[src/rtl/mc_sample_pkg.sv]
// rtl/mc_sample_pkg.sv - states, seed constants and LFSR tap table for the sample source
package mc_sample_pkg;

    typedef enum logic [1:0] {
        ST_IDLE = 2'd0,
        ST_RUN  = 2'd1,
        ST_DONE = 2'd2
    } state_t;

    // Power-on LFSR states; each is truncated to the LFSR width at use.
    localparam logic [32:0] SEED_X = 33'h0_0000_0155;
    localparam logic [32:0] SEED_Y = 33'h0_0000_02A3;
    localparam logic [32:0] SEED_T = 33'h0_0001_5A5B;

    // Per-LFSR whitening so that a single user seed gives three distinct streams.
    localparam logic [32:0] K_X = 33'h0_1357_9BDF;
    localparam logic [32:0] K_Y = 33'h0_2468_ACE1;
    localparam logic [32:0] K_T = 33'h0_0F0F_3C3D;

    // Galois (right-shift) feedback masks of maximal-length polynomials.
    function automatic logic [32:0] lfsr_taps(input int w);
        case (w)
            3:       return 33'h0_0000_0006;
            4:       return 33'h0_0000_000C;
            5:       return 33'h0_0000_0014;
            6:       return 33'h0_0000_0030;
            7:       return 33'h0_0000_0060;
            8:       return 33'h0_0000_00B8;
            9:       return 33'h0_0000_0110;
            10:      return 33'h0_0000_0240;
            11:      return 33'h0_0000_0500;
            12:      return 33'h0_0000_0829;
            13:      return 33'h0_0000_100D;
            14:      return 33'h0_0000_2015;
            15:      return 33'h0_0000_6000;
            16:      return 33'h0_0000_D008;
            17:      return 33'h0_0001_2000;
            18:      return 33'h0_0002_0400;
            19:      return 33'h0_0004_0023;
            20:      return 33'h0_0009_0000;
            21:      return 33'h0_0014_0000;
            22:      return 33'h0_0030_0000;
            23:      return 33'h0_0042_0000;
            24:      return 33'h0_00E1_0000;
            25:      return 33'h0_0120_0000;
            26:      return 33'h0_0200_0023;
            27:      return 33'h0_0400_0013;
            28:      return 33'h0_0900_0000;
            29:      return 33'h0_1400_0000;
            30:      return 33'h0_2000_0029;
            31:      return 33'h0_4800_0000;
            32:      return 33'h0_8020_0003;
            33:      return 33'h1_0008_0000;
            default: return 33'h0_0000_0000;
        endcase
    endfunction

endpackage

[src/rtl/mc_lfsr.sv]
// rtl/mc_lfsr.sv - Galois LFSR with load and advance controls
// Ports: clk, rst_n (async, active-low); advance steps once; load takes load_val
// (an all-zero load_val falls back to DEFAULT_SEED); state is the current register.
module mc_lfsr
    import mc_sample_pkg::*;
#(
    parameter int           W            = 10,
    parameter logic [W-1:0] DEFAULT_SEED = '1
) (
    input  logic         clk,
    input  logic         rst_n,
    input  logic         advance,
    input  logic         load,
    input  logic [W-1:0] load_val,
    output logic [W-1:0] state
);

    localparam logic [W-1:0] TAPS = W'(lfsr_taps(W));

    logic [W-1:0] state_q, state_d;

    always_comb begin
        state_d = state_q;
        if (load) begin
            // All-zero is the lock-up state of an XOR LFSR.
            state_d = (load_val == '0) ? DEFAULT_SEED : load_val;
        end else if (advance) begin
            state_d = (state_q >> 1) ^ (state_q[0] ? TAPS : '0);
        end
    end

    always_ff @(posedge clk or negedge rst_n) begin
        if (!rst_n) begin
            state_q <= DEFAULT_SEED;
        end else begin
            state_q <= state_d;
        end
    end

    assign state = state_q;

endmodule

[src/rtl/mc_sample_source.sv]
// rtl/mc_sample_source.sv - scaled random (x, y, t) sample producer with 2-entry output buffer
// Ports: clk, rst_n (async, active-low); start/abort/load_seed/seed control a run;
// num_samples, x/y bounds and t_max are latched at start; sample_valid/sample_ready
// handshake sample_x/sample_y/sample_t; busy in RUN, done in DONE.
module mc_sample_source
    import mc_sample_pkg::*;
#(
    parameter int WIDTH     = 10,
    parameter int BUF_DEPTH = 2
) (
    input  logic             clk,
    input  logic             rst_n,
    input  logic             start,
    input  logic             abort,
    input  logic             load_seed,
    input  logic [2*WIDTH:0] seed,
    input  logic [WIDTH-1:0] num_samples,
    input  logic [WIDTH-1:0] x_begin,
    input  logic [WIDTH-1:0] x_end,
    input  logic [WIDTH-1:0] y_begin,
    input  logic [WIDTH-1:0] y_end,
    input  logic [2*WIDTH:0] t_max,
    output logic             sample_valid,
    input  logic             sample_ready,
    output logic [WIDTH-1:0] sample_x,
    output logic [WIDTH-1:0] sample_y,
    output logic [2*WIDTH:0] sample_t,
    output logic             busy,
    output logic             done
);

    localparam int TW = 2 * WIDTH + 1;

    state_t                    state_q, state_d;
    logic [WIDTH-1:0]          num_q, num_d, xb_q, xb_d, xe_q, xe_d, yb_q, yb_d, ye_q, ye_d;
    logic [TW-1:0]             tmax_q, tmax_d;
    logic [WIDTH-1:0]          gen_q, gen_d, dlv_q, dlv_d;
    logic                      inflight_q, inflight_d;
    logic [1:0]                occ_q, occ_d;
    logic                      wr_q, wr_d, rd_q, rd_d;
    logic [1:0][WIDTH-1:0]     bx_q, bx_d, by_q, by_d;
    logic [1:0][TW-1:0]        bt_q, bt_d;

    logic                      gen, ld, pop;
    logic [2:0]                fill;
    logic [WIDTH-1:0]          raw_x, raw_y, span_x, span_y, sx, sy;
    logic [TW-1:0]             raw_t, st;
    logic [2*WIDTH-1:0]        prod_x, prod_y;
    logic [2*TW-1:0]           prod_t;

    mc_lfsr #(.W(WIDTH), .DEFAULT_SEED(WIDTH'(SEED_X))) u_lfsr_x (
        .clk(clk), .rst_n(rst_n), .advance(gen), .load(ld),
        .load_val(WIDTH'(seed ^ TW'(K_X))), .state(raw_x)
    );
    mc_lfsr #(.W(WIDTH), .DEFAULT_SEED(WIDTH'(SEED_Y))) u_lfsr_y (
        .clk(clk), .rst_n(rst_n), .advance(gen), .load(ld),
        .load_val(WIDTH'(seed ^ TW'(K_Y))), .state(raw_y)
    );
    mc_lfsr #(.W(TW), .DEFAULT_SEED(TW'(SEED_T))) u_lfsr_t (
        .clk(clk), .rst_n(rst_n), .advance(gen), .load(ld),
        .load_val(seed ^ TW'(K_T)), .state(raw_t)
    );

    // The LFSRs advance on the generate edge, so during the in-flight cycle their
    // outputs already hold this sample's raw values; scaling is combinational.
    assign span_x = (xe_q > xb_q) ? xe_q - xb_q : '0;
    assign span_y = (ye_q > yb_q) ? ye_q - yb_q : '0;
    assign prod_x = {{WIDTH{1'b0}}, raw_x} * {{WIDTH{1'b0}}, span_x};
    assign prod_y = {{WIDTH{1'b0}}, raw_y} * {{WIDTH{1'b0}}, span_y};
    assign prod_t = {{TW{1'b0}}, raw_t} * {{TW{1'b0}}, tmax_q};
    assign sx     = xb_q + WIDTH'(prod_x >> WIDTH);
    assign sy     = yb_q + WIDTH'(prod_y >> WIDTH);
    assign st     = TW'(prod_t >> TW);

    assign sample_valid = (state_q == ST_RUN) && (occ_q != 2'd0);
    assign pop          = sample_valid & sample_ready;
    assign sample_x     = sample_valid ? bx_q[rd_q] : '0;
    assign sample_y     = sample_valid ? by_q[rd_q] : '0;
    assign sample_t     = sample_valid ? bt_q[rd_q] : '0;
    assign busy         = (state_q == ST_RUN);
    assign done         = (state_q == ST_DONE);

    // Occupancy after this edge if nothing new were generated; also the next occupancy.
    assign fill = {1'b0, occ_q} + {2'b00, inflight_q} - {2'b00, pop};

    always_comb begin
        state_d    = state_q;
        num_d      = num_q;
        xb_d       = xb_q;
        xe_d       = xe_q;
        yb_d       = yb_q;
        ye_d       = ye_q;
        tmax_d     = tmax_q;
        gen_d      = gen_q;
        dlv_d      = dlv_q;
        inflight_d = inflight_q;
        occ_d      = occ_q;
        wr_d       = wr_q;
        rd_d       = rd_q;
        bx_d       = bx_q;
        by_d       = by_q;
        bt_d       = bt_q;
        gen        = 1'b0;
        ld         = 1'b0;

        if (abort) begin
            state_d    = ST_IDLE;
            gen_d      = '0;
            dlv_d      = '0;
            inflight_d = 1'b0;
            occ_d      = 2'd0;
            wr_d       = 1'b0;
            rd_d       = 1'b0;
        end else begin
            case (state_q)
                ST_IDLE, ST_DONE: begin
                    if (start) begin
                        num_d   = num_samples;
                        xb_d    = x_begin;
                        xe_d    = x_end;
                        yb_d    = y_begin;
                        ye_d    = y_end;
                        tmax_d  = t_max;
                        gen_d   = '0;
                        dlv_d   = '0;
                        ld      = load_seed;
                        state_d = (num_samples == '0) ? ST_DONE : ST_RUN;
                    end
                end
                ST_RUN: begin
                    gen        = (gen_q < num_q) && (fill < 3'(BUF_DEPTH));
                    inflight_d = gen;
                    gen_d      = gen_q + WIDTH'(gen);
                    occ_d      = fill[1:0];
                    if (inflight_q) begin
                        bx_d[wr_q] = sx;
                        by_d[wr_q] = sy;
                        bt_d[wr_q] = st;
                        wr_d       = ~wr_q;
                    end
                    if (pop) begin
                        rd_d  = ~rd_q;
                        dlv_d = dlv_q + WIDTH'(1);
                    end
                    if (dlv_d == num_q) begin
                        state_d = ST_DONE;
                    end
                end
                default: state_d = ST_IDLE;
            endcase
        end
    end

    always_ff @(posedge clk or negedge rst_n) begin
        if (!rst_n) begin
            state_q    <= ST_IDLE;
            num_q      <= '0;
            xb_q       <= '0;
            xe_q       <= '0;
            yb_q       <= '0;
            ye_q       <= '0;
            tmax_q     <= '0;
            gen_q      <= '0;
            dlv_q      <= '0;
            inflight_q <= 1'b0;
            occ_q      <= 2'd0;
            wr_q       <= 1'b0;
            rd_q       <= 1'b0;
            bx_q       <= '0;
            by_q       <= '0;
            bt_q       <= '0;
        end else begin
            state_q    <= state_d;
            num_q      <= num_d;
            xb_q       <= xb_d;
            xe_q       <= xe_d;
            yb_q       <= yb_d;
            ye_q       <= ye_d;
            tmax_q     <= tmax_d;
            gen_q      <= gen_d;
            dlv_q      <= dlv_d;
            inflight_q <= inflight_d;
            occ_q      <= occ_d;
            wr_q       <= wr_d;
            rd_q       <= rd_d;
            bx_q       <= bx_d;
            by_q       <= by_d;
            bt_q       <= bt_d;
        end
    end

endmodule

[config.mk]
export PLATFORM = sky130hd
export DESIGN_NAME = mc_sample_source
export DESIGN_NICKNAME = d
export VERILOG_FILES = /design/src/rtl/mc_sample_pkg.sv /design/src/rtl/mc_lfsr.sv /design/src/rtl/mc_sample_source.sv
export SDC_FILE = /design/constraint.sdc
export NUM_CORES = 2
export LEC_CHECK = 0
export CAP_MARGIN = 20
export CELL_PAD_IN_SITES_DETAIL_PLACEMENT = 0
export CELL_PAD_IN_SITES_GLOBAL_PLACEMENT = 2
export CORE_ASPECT_RATIO = 1.75
export CORE_MARGIN = 5
export CORE_UTILIZATION = 38
export CTS_BUF_LIST = sky130_fd_sc_hd__clkbuf_8
export DETAILED_ROUTE_END_ITERATION = 7
export PLACE_DENSITY_LB_ADDON = 0.1
export SKIP_LAST_GASP = 1
export SLEW_MARGIN = 10
export SYNTH_ARGS = -nofsm -noshare
export SYNTH_HDL_FRONTEND = slang
export SYNTH_SLANG_ARGS = --single-unit
[constraint.sdc]
create_clock -name clk -period 21 [get_ports clk]
set_clock_uncertainty 0.2 [all_clocks]
set_input_delay 4.2 -clock clk [delete_from_list [all_inputs] [get_ports clk]]
set_output_delay 4.2 -clock clk [all_outputs]
set_load 0.03 [all_outputs]
* After elaboration in Yosys (flattened, before gate mapping)
Index checks and enable logic that the tools add are counted.
** Storage, ports and cells
- Flip-flop bits (word level) :: 221
- Bits of input ports :: 98
** Operators by class
- $add $sub $neg :: 8
- $mul :: 3
- $lt $le $gt $ge :: 7
- Equality and inequality tests :: 5
- Mux-type cells :: 58
- Bitwise gates (word level) :: 10
- Reduce and logical (&&, ||, !) cells :: 21
** Operators with widths (number)
- $mux W10 :: 23
- $mux W21 :: 8
- $bwmux W42 :: 1
- $mul A21 B21 Y42 :: 1
- $bwmux W20 :: 2
- $mul A10 B10 Y20 :: 2
- $pmux W10 S2 :: 2
- $logic_not A10 Y1 :: 3
- $demux W21 S1 :: 1
- $logic_not A21 Y1 :: 1
- $xor A20 B21 Y21 :: 1
- $add A10 B10 Y10 :: 2
- $gt A10 B10 Y1 :: 2
- $sub A10 B10 Y10 :: 2
- $xor A9 B10 Y10 :: 2
- $mux W1 :: 13
- $not A13 Y13 :: 1
- $mux W2 :: 6
- $add A10 B1 Y10 :: 1
- $add A10 B1 Y10 const B :: 1
- $demux W10 S1 :: 1
- $eq A10 B10 Y1 :: 1
- $lt A10 B10 Y1 :: 1
- $reduce_bool A2 Y1 :: 5
- other kinds (20) :: 29

* Depth between registers and ports, before layout
- Word-level depth :: 10
- Depth in mapped cells :: 40

* Cells and area by module
A second synthesis with hierarchy kept.
** Second synthesis, totals
- Cells, all modules :: 3463
- Area total of the unflattened synthesis :: 32087.0 µm²
** By module, submodules not included
- mc_sample_source :: instances 1, cells each 3263, area each 29834.9 µm²
- mc_lfsr (u_lfsr_t) :: instances 1, cells each 99, area each 1137.3 µm²
- mc_lfsr (u_lfsr_y) :: instances 1, cells each 48, area each 571.8 µm²
- mc_lfsr (u_lfsr_x) :: instances 1, cells each 53, area each 543.0 µm²

* Least setup slack after synthesis
OpenSTA, ideal clock, no wires.
- Path type :: register -> register
- Start :: register ye_q[0]
- End :: register by_q[19] (netlist bit)
- Library setup time :: 0.134 ns
- Data arrival time :: 8.188 ns
- Path slack :: 12.478 ns
- Stages on the path, launching flop included :: 38
- Cell sequence :: dfrtp_1 -> inv_1 -> ha_1 -> inv_1 -> fa_1 -> a211oi_1 -> o21ai_0 -> a21oi_1 -> or2_2 -> clkbuf_1 -> clkbuf_1 -> nor2_1 -> and2_1 -> fa_1 -> inv_1 -> fa_1 -> inv_1 -> fa_1 -> [2 not listed] -> fa_1 -> inv_1 -> ha_1 -> nand2_1 -> a21oi_1 -> a211o_1 -> a2bb2oi_1 -> o211ai_1 -> a31o_2 -> a21oi_1 -> xnor2_1 -> ha_1 -> and3_1 -> a2111oi_0 -> o211ai_1 -> and2_1 -> mux2i_1 -> o22ai_1
** Between the ends
- Cells in the longest elaborated chain, start to end :: 5
- Elaborated cells between the ends (all ways) :: 6
** Ends and longest elaborated chain
- from (decl) :: RTL line mc_sample_source.sv:35 : logic [WIDTH-1:0] num_q, num_d, xb_q, xb_d, xe_q, xe_d, yb_q, yb_d, ye_q, ye_d;
- from (signal assigned) :: RTL line mc_sample_source.sv:178 : ye_q <= ye_d;
- $sub A10 B10 Y10 or $gt A10 B10 Y1 (tied branches) :: RTL line mc_sample_source.sv:67 : assign span_y = (ye_q > yb_q) ? ye_q - yb_q : '0;
- $mux W10 (*) :: RTL line mc_sample_source.sv:67
- $mul A10 B10 Y20 (*) :: RTL line mc_sample_source.sv:69 : assign prod_y = {{WIDTH{1'b0}}, raw_y} * {{WIDTH{1'b0}}, span_y};
- $add A10 B10 Y10 (*) :: RTL line mc_sample_source.sv:72 : assign sy = yb_q + WIDTH'(prod_y >> WIDTH);
- $bwmux W20 (*) :: RTL line mc_sample_source.sv:137 : by_d[wr_q] = sy;
- to (signal assigned) :: RTL line mc_sample_source.sv:187 : by_q <= by_d;
- to (decl) :: RTL line mc_sample_source.sv:41 : logic [1:0][WIDTH-1:0] bx_q, bx_d, by_q, by_d;
Mark *: on every way between the ends. The rest lies on a longest branch, timed or not.
A chain may end at the register's enable or synchronous reset.

* Worst setup path after layout
- Start :: register xb_q[1]
- End :: register bx_q[9] (netlist bit)
** Between the ends
- Cells in the longest elaborated chain, start to end :: 5
- Elaborated cells between the ends (all ways) :: 6
** Ends and longest elaborated chain
- from (decl) :: RTL line mc_sample_source.sv:35
- from (signal assigned) :: RTL line mc_sample_source.sv:158 : xb_q <= '0;
- from (signal assigned) :: RTL line mc_sample_source.sv:175 : xb_q <= xb_d;
- $sub A10 B10 Y10 or $gt A10 B10 Y1 (tied branches) :: RTL line mc_sample_source.sv:66 : assign span_x = (xe_q > xb_q) ? xe_q - xb_q : '0;
- $mux W10 :: RTL line mc_sample_source.sv:66
- $mul A10 B10 Y20 :: RTL line mc_sample_source.sv:68 : assign prod_x = {{WIDTH{1'b0}}, raw_x} * {{WIDTH{1'b0}}, span_x};
- $add A10 B10 Y10 (*) :: RTL line mc_sample_source.sv:71 : assign sx = xb_q + WIDTH'(prod_x >> WIDTH);
- $bwmux W20 (*) :: RTL line mc_sample_source.sv:136 : bx_d[wr_q] = sx;
- to (signal assigned) :: RTL line mc_sample_source.sv:169 : bx_q <= '0;
- to (signal assigned) :: RTL line mc_sample_source.sv:186 : bx_q <= bx_d;
- to (decl) :: RTL line mc_sample_source.sv:41
Marked as above.

==> flow_metrics.py <==
metrics = {
    "run_status": {
        "status": "finished clean",
    },
    "sta": {
        "finalCriticalPeriod_ns": 9.98,
        "period_share_pct": 47.5,
        "setup_tns_ns": 0,
        "maxSlewViolCount": 0,
        "fmax_ghz": 0.100,
        "worst_slew_pin_slew_ns": 1.13,
        "hold_viol": 0,
        "rsz0062_at_grt": "no",
        "maxSlewHeadroom_pct": 24.8,
        "finalSetupViolCount": 0,
    },
    "clock_tree": {
        "cts_setup_buffers": 0,
        "numCtsBuffers": 41,
        "hold_buffers": 0,
        "cts_tree": "done",
        "root_buffer": "clkbuf_8",
        "clock_sinks": 221,
        "cts_resized": 0,
        "htreeDepth": 2,
        "clkTransAtPathRegs_ns": 0.06,
        "clock_path_buffers": 3,
        "insertion_delay_ns": 0.62,
    },
    "yosys": {
        "netlist_area_um2": 31900,
        "syn_nets": 4402,
        "syn-instance-count": 3513,
        "async_reset_ff_share_pct": 100,
        "synth_cell_type_count": 73,
        "synth_edf_count": 0,
        "synth_flop_cell": "dfrtp_1",
        "syn_avg_cell_area_um2": 9.08,
        "ys_warn_count": 0,
        "yosysSeqAreaShare_pct": 17.4,
        "ys_ff_latch": 221,
    },
    "worst_setup_path": {
        "cp.required_ns": 21.23,
        "cp.arrival_ns": 10.21,
        "crit_path_end_kind": "register",
        "slowest_delay_ns": 0.80,
        "cp-start-kind": "register",
        "path_delay_family": "adder cells",
        "crit_fanout": 10,
        "crit_buf_inv": 2,
        "critPathSlowestCell": "o41ai_1",
        "worstSetupPathType": "register to register",
        "cp_common_cell": "fa_1",
    },
    "min_path": {
        "holdCritPathClass": "register to register",
    },
    "route": {
        "vias_per_cell": 5.24,
        "vias": 24515,
        "met1_length_um": 37800,
        "wl_per_cell_um": 21.9,
        "wirelength_um": 102000,
        "routed.top_layer": "met5",
        "ant_nets": 0,
        "dr_wl_met3_um": 3200,
        "drt_iter0_markers": 1180,
        "firstDrtPassIters": 5,
        "drc": 0,
        "dr_wl_met2_um": 56100,
    },
    "grt": {
        "grt_pass1_wl_um": 160000,
        "first_global_vias": 27446,
        "grt_max_degree": 89,
        "grt_overflow": 0,
        "grt_usage_pct": 22.9,
        "antenna_found_initial": 6,
    },
    "placed_design": {
        "place_congestion": 0.867,
        "portBuffers": 141,
        "dp_cells": 4604,
        "dp_hpwl_um": 80500,
    },
    "final_layout": {
        "mostFrequentLayoutCells": "nand2_1 (614), inv_1 (565), fa_1 (484), ha_1 (307), and2_1 (256)",
        "area_delta_synth_final_pct": 10.8,
        "fin_cells": 4681,
        "mostFrequentLayoutCell": "nand2_1",
        "drive_gt1_share_pct": 6.20,
        "final_nets": 4472,
    },
    "floorplanning": {
        "die_area_um2": 90000,
        "top_level_ports": 142,
        "initial_core_util_pct": 38.3,
        "fp.dieW_um": 229,
        "rows": 140,
        "die_y_um": 393,
        "core_area_um2": 83200,
    },
    "job": {
        "drv_cap": 0,
    },
}
final timing paths:
kind	start	to	slack [ns]	cells after the start
setup / recovery	xb_q[1]$_DFFE_PN0P_	bx_q[9]$_DFFE_PN0P_	11.02	31
hold reg to reg	by_q[3]$_DFFE_PN0P_	by_q[3]$_DFFE_PN0P_	0.28	2
max in group asynchronous	rst_n	bt_q[29]$_DFFE_PN0P_	15.27	4
setup reg to reg	xb_q[1]$_DFFE_PN0P_	bx_q[9]$_DFFE_PN0P_	11.02	31
min in group asynchronous	rst_n	xb_q[6]$_DFFE_PN0P_	3.42	1
hold / removal	by_q[3]$_DFFE_PN0P_	by_q[3]$_DFFE_PN0P_	0.28	2
cells by family after synthesis:
family | share of synthesized area (%)
mux | 4.40
fa+ha+maj | 42.4
flops | 17.4
simple gates | 17.6
buf+inv | 8.52
xor+xnor | 2.34
compound gates | 7.28
Yosys cell counts, types with 5 or more instances:
master | number | area (um2)
a211o_1 | 6 | 52.6
a211oi_1 | 8 | 60.1
a21boi_0 | 5 | 37.5
a21o_1 | 39 | 293
a21oi_1 | 79 | 395
a221o_1 | 8 | 80.1
a221oi_1 | 5 | 43.8
a22oi_1 | 5 | 37.5
a31oi_1 | 9 | 56.3
and2_1 | 256 | 1600
and3_1 | 24 | 150
buf_1 | 8 | 30.0
clkbuf_1 | 161 | 604
dfrtp_1 | 201 | 5030
dfstp_2 | 20 | 526
fa_1 | 484 | 9690
ha_1 | 307 | 3840
inv_1 | 551 | 2070
mux2_2 | 65 | 732
mux2i_1 | 67 | 671
nand2_1 | 614 | 2300
nand2b_1 | 7 | 43.8
nand3_1 | 44 | 220
nand4_1 | 22 | 138
nor2_1 | 137 | 514
nor2b_1 | 16 | 100
nor3_1 | 47 | 235
nor4_1 | 5 | 31.3
o2111ai_1 | 6 | 52.6
o211ai_1 | 11 | 82.6
o21a_1 | 11 | 82.6
o21ai_0 | 91 | 455
o21bai_1 | 15 | 113
o22ai_1 | 10 | 62.6
o31ai_1 | 8 | 60.1
o41ai_1 | 5 | 43.8
or3_1 | 10 | 62.6
or4_1 | 7 | 52.6
xnor2_1 | 60 | 526
xor2_1 | 25 | 219
stage by stage:
stage / setup WS (ns) / util [%] / area, um2 / hold WS, ns
detailed placement: 10.97 / 41.4 / 34400 / 0.262
floorplan: 12.48 / - / 31900 / 0.245
global route: 10.34 / 42.5 / 35300 / 0.297
CTS: 10.94 / 42.4 / 35300 / 0.277
finish: 11.02 / 42.5 / 35300 / 0.276
global placement: 11.14 / 41.4 / 34400 / 0.258
worst min-delay path, stage by stage, from the launching register on:
cell     delay, ns
dfrtp_1       0.34
nand2_1       0.05
nand2_1       0.05
per-layer routing:
metal  GRT usage, %  vias to the layer above
li1               -                    11216
met1           25.1                    12572
met2           44.2                      526
met3           2.59                      195
met4           10.2                        6
met5              0                        -
cell type report:
cell class                 count  area, um2
tap                         1065       1330
multi-input combinational   2569      23700
timing repair buffer         198       1860
fill                        8359      47900
inverter                     552       2070
clock buffer                  51        702
antenna                        3       7.51
clock inverter                22        151
sequential                   221       5560
state kept, by name, indices dropped and copies added (netlist names), 20 cells and up:
name	cells
bx_q	20
tmax_q	21
bt_q	42
u_lfsr_t.state	21
by_q	20
Power is left out: the tool's default activity adds up to more than one toggle a clock period on the data nets, which glitch-free logic cannot reach.
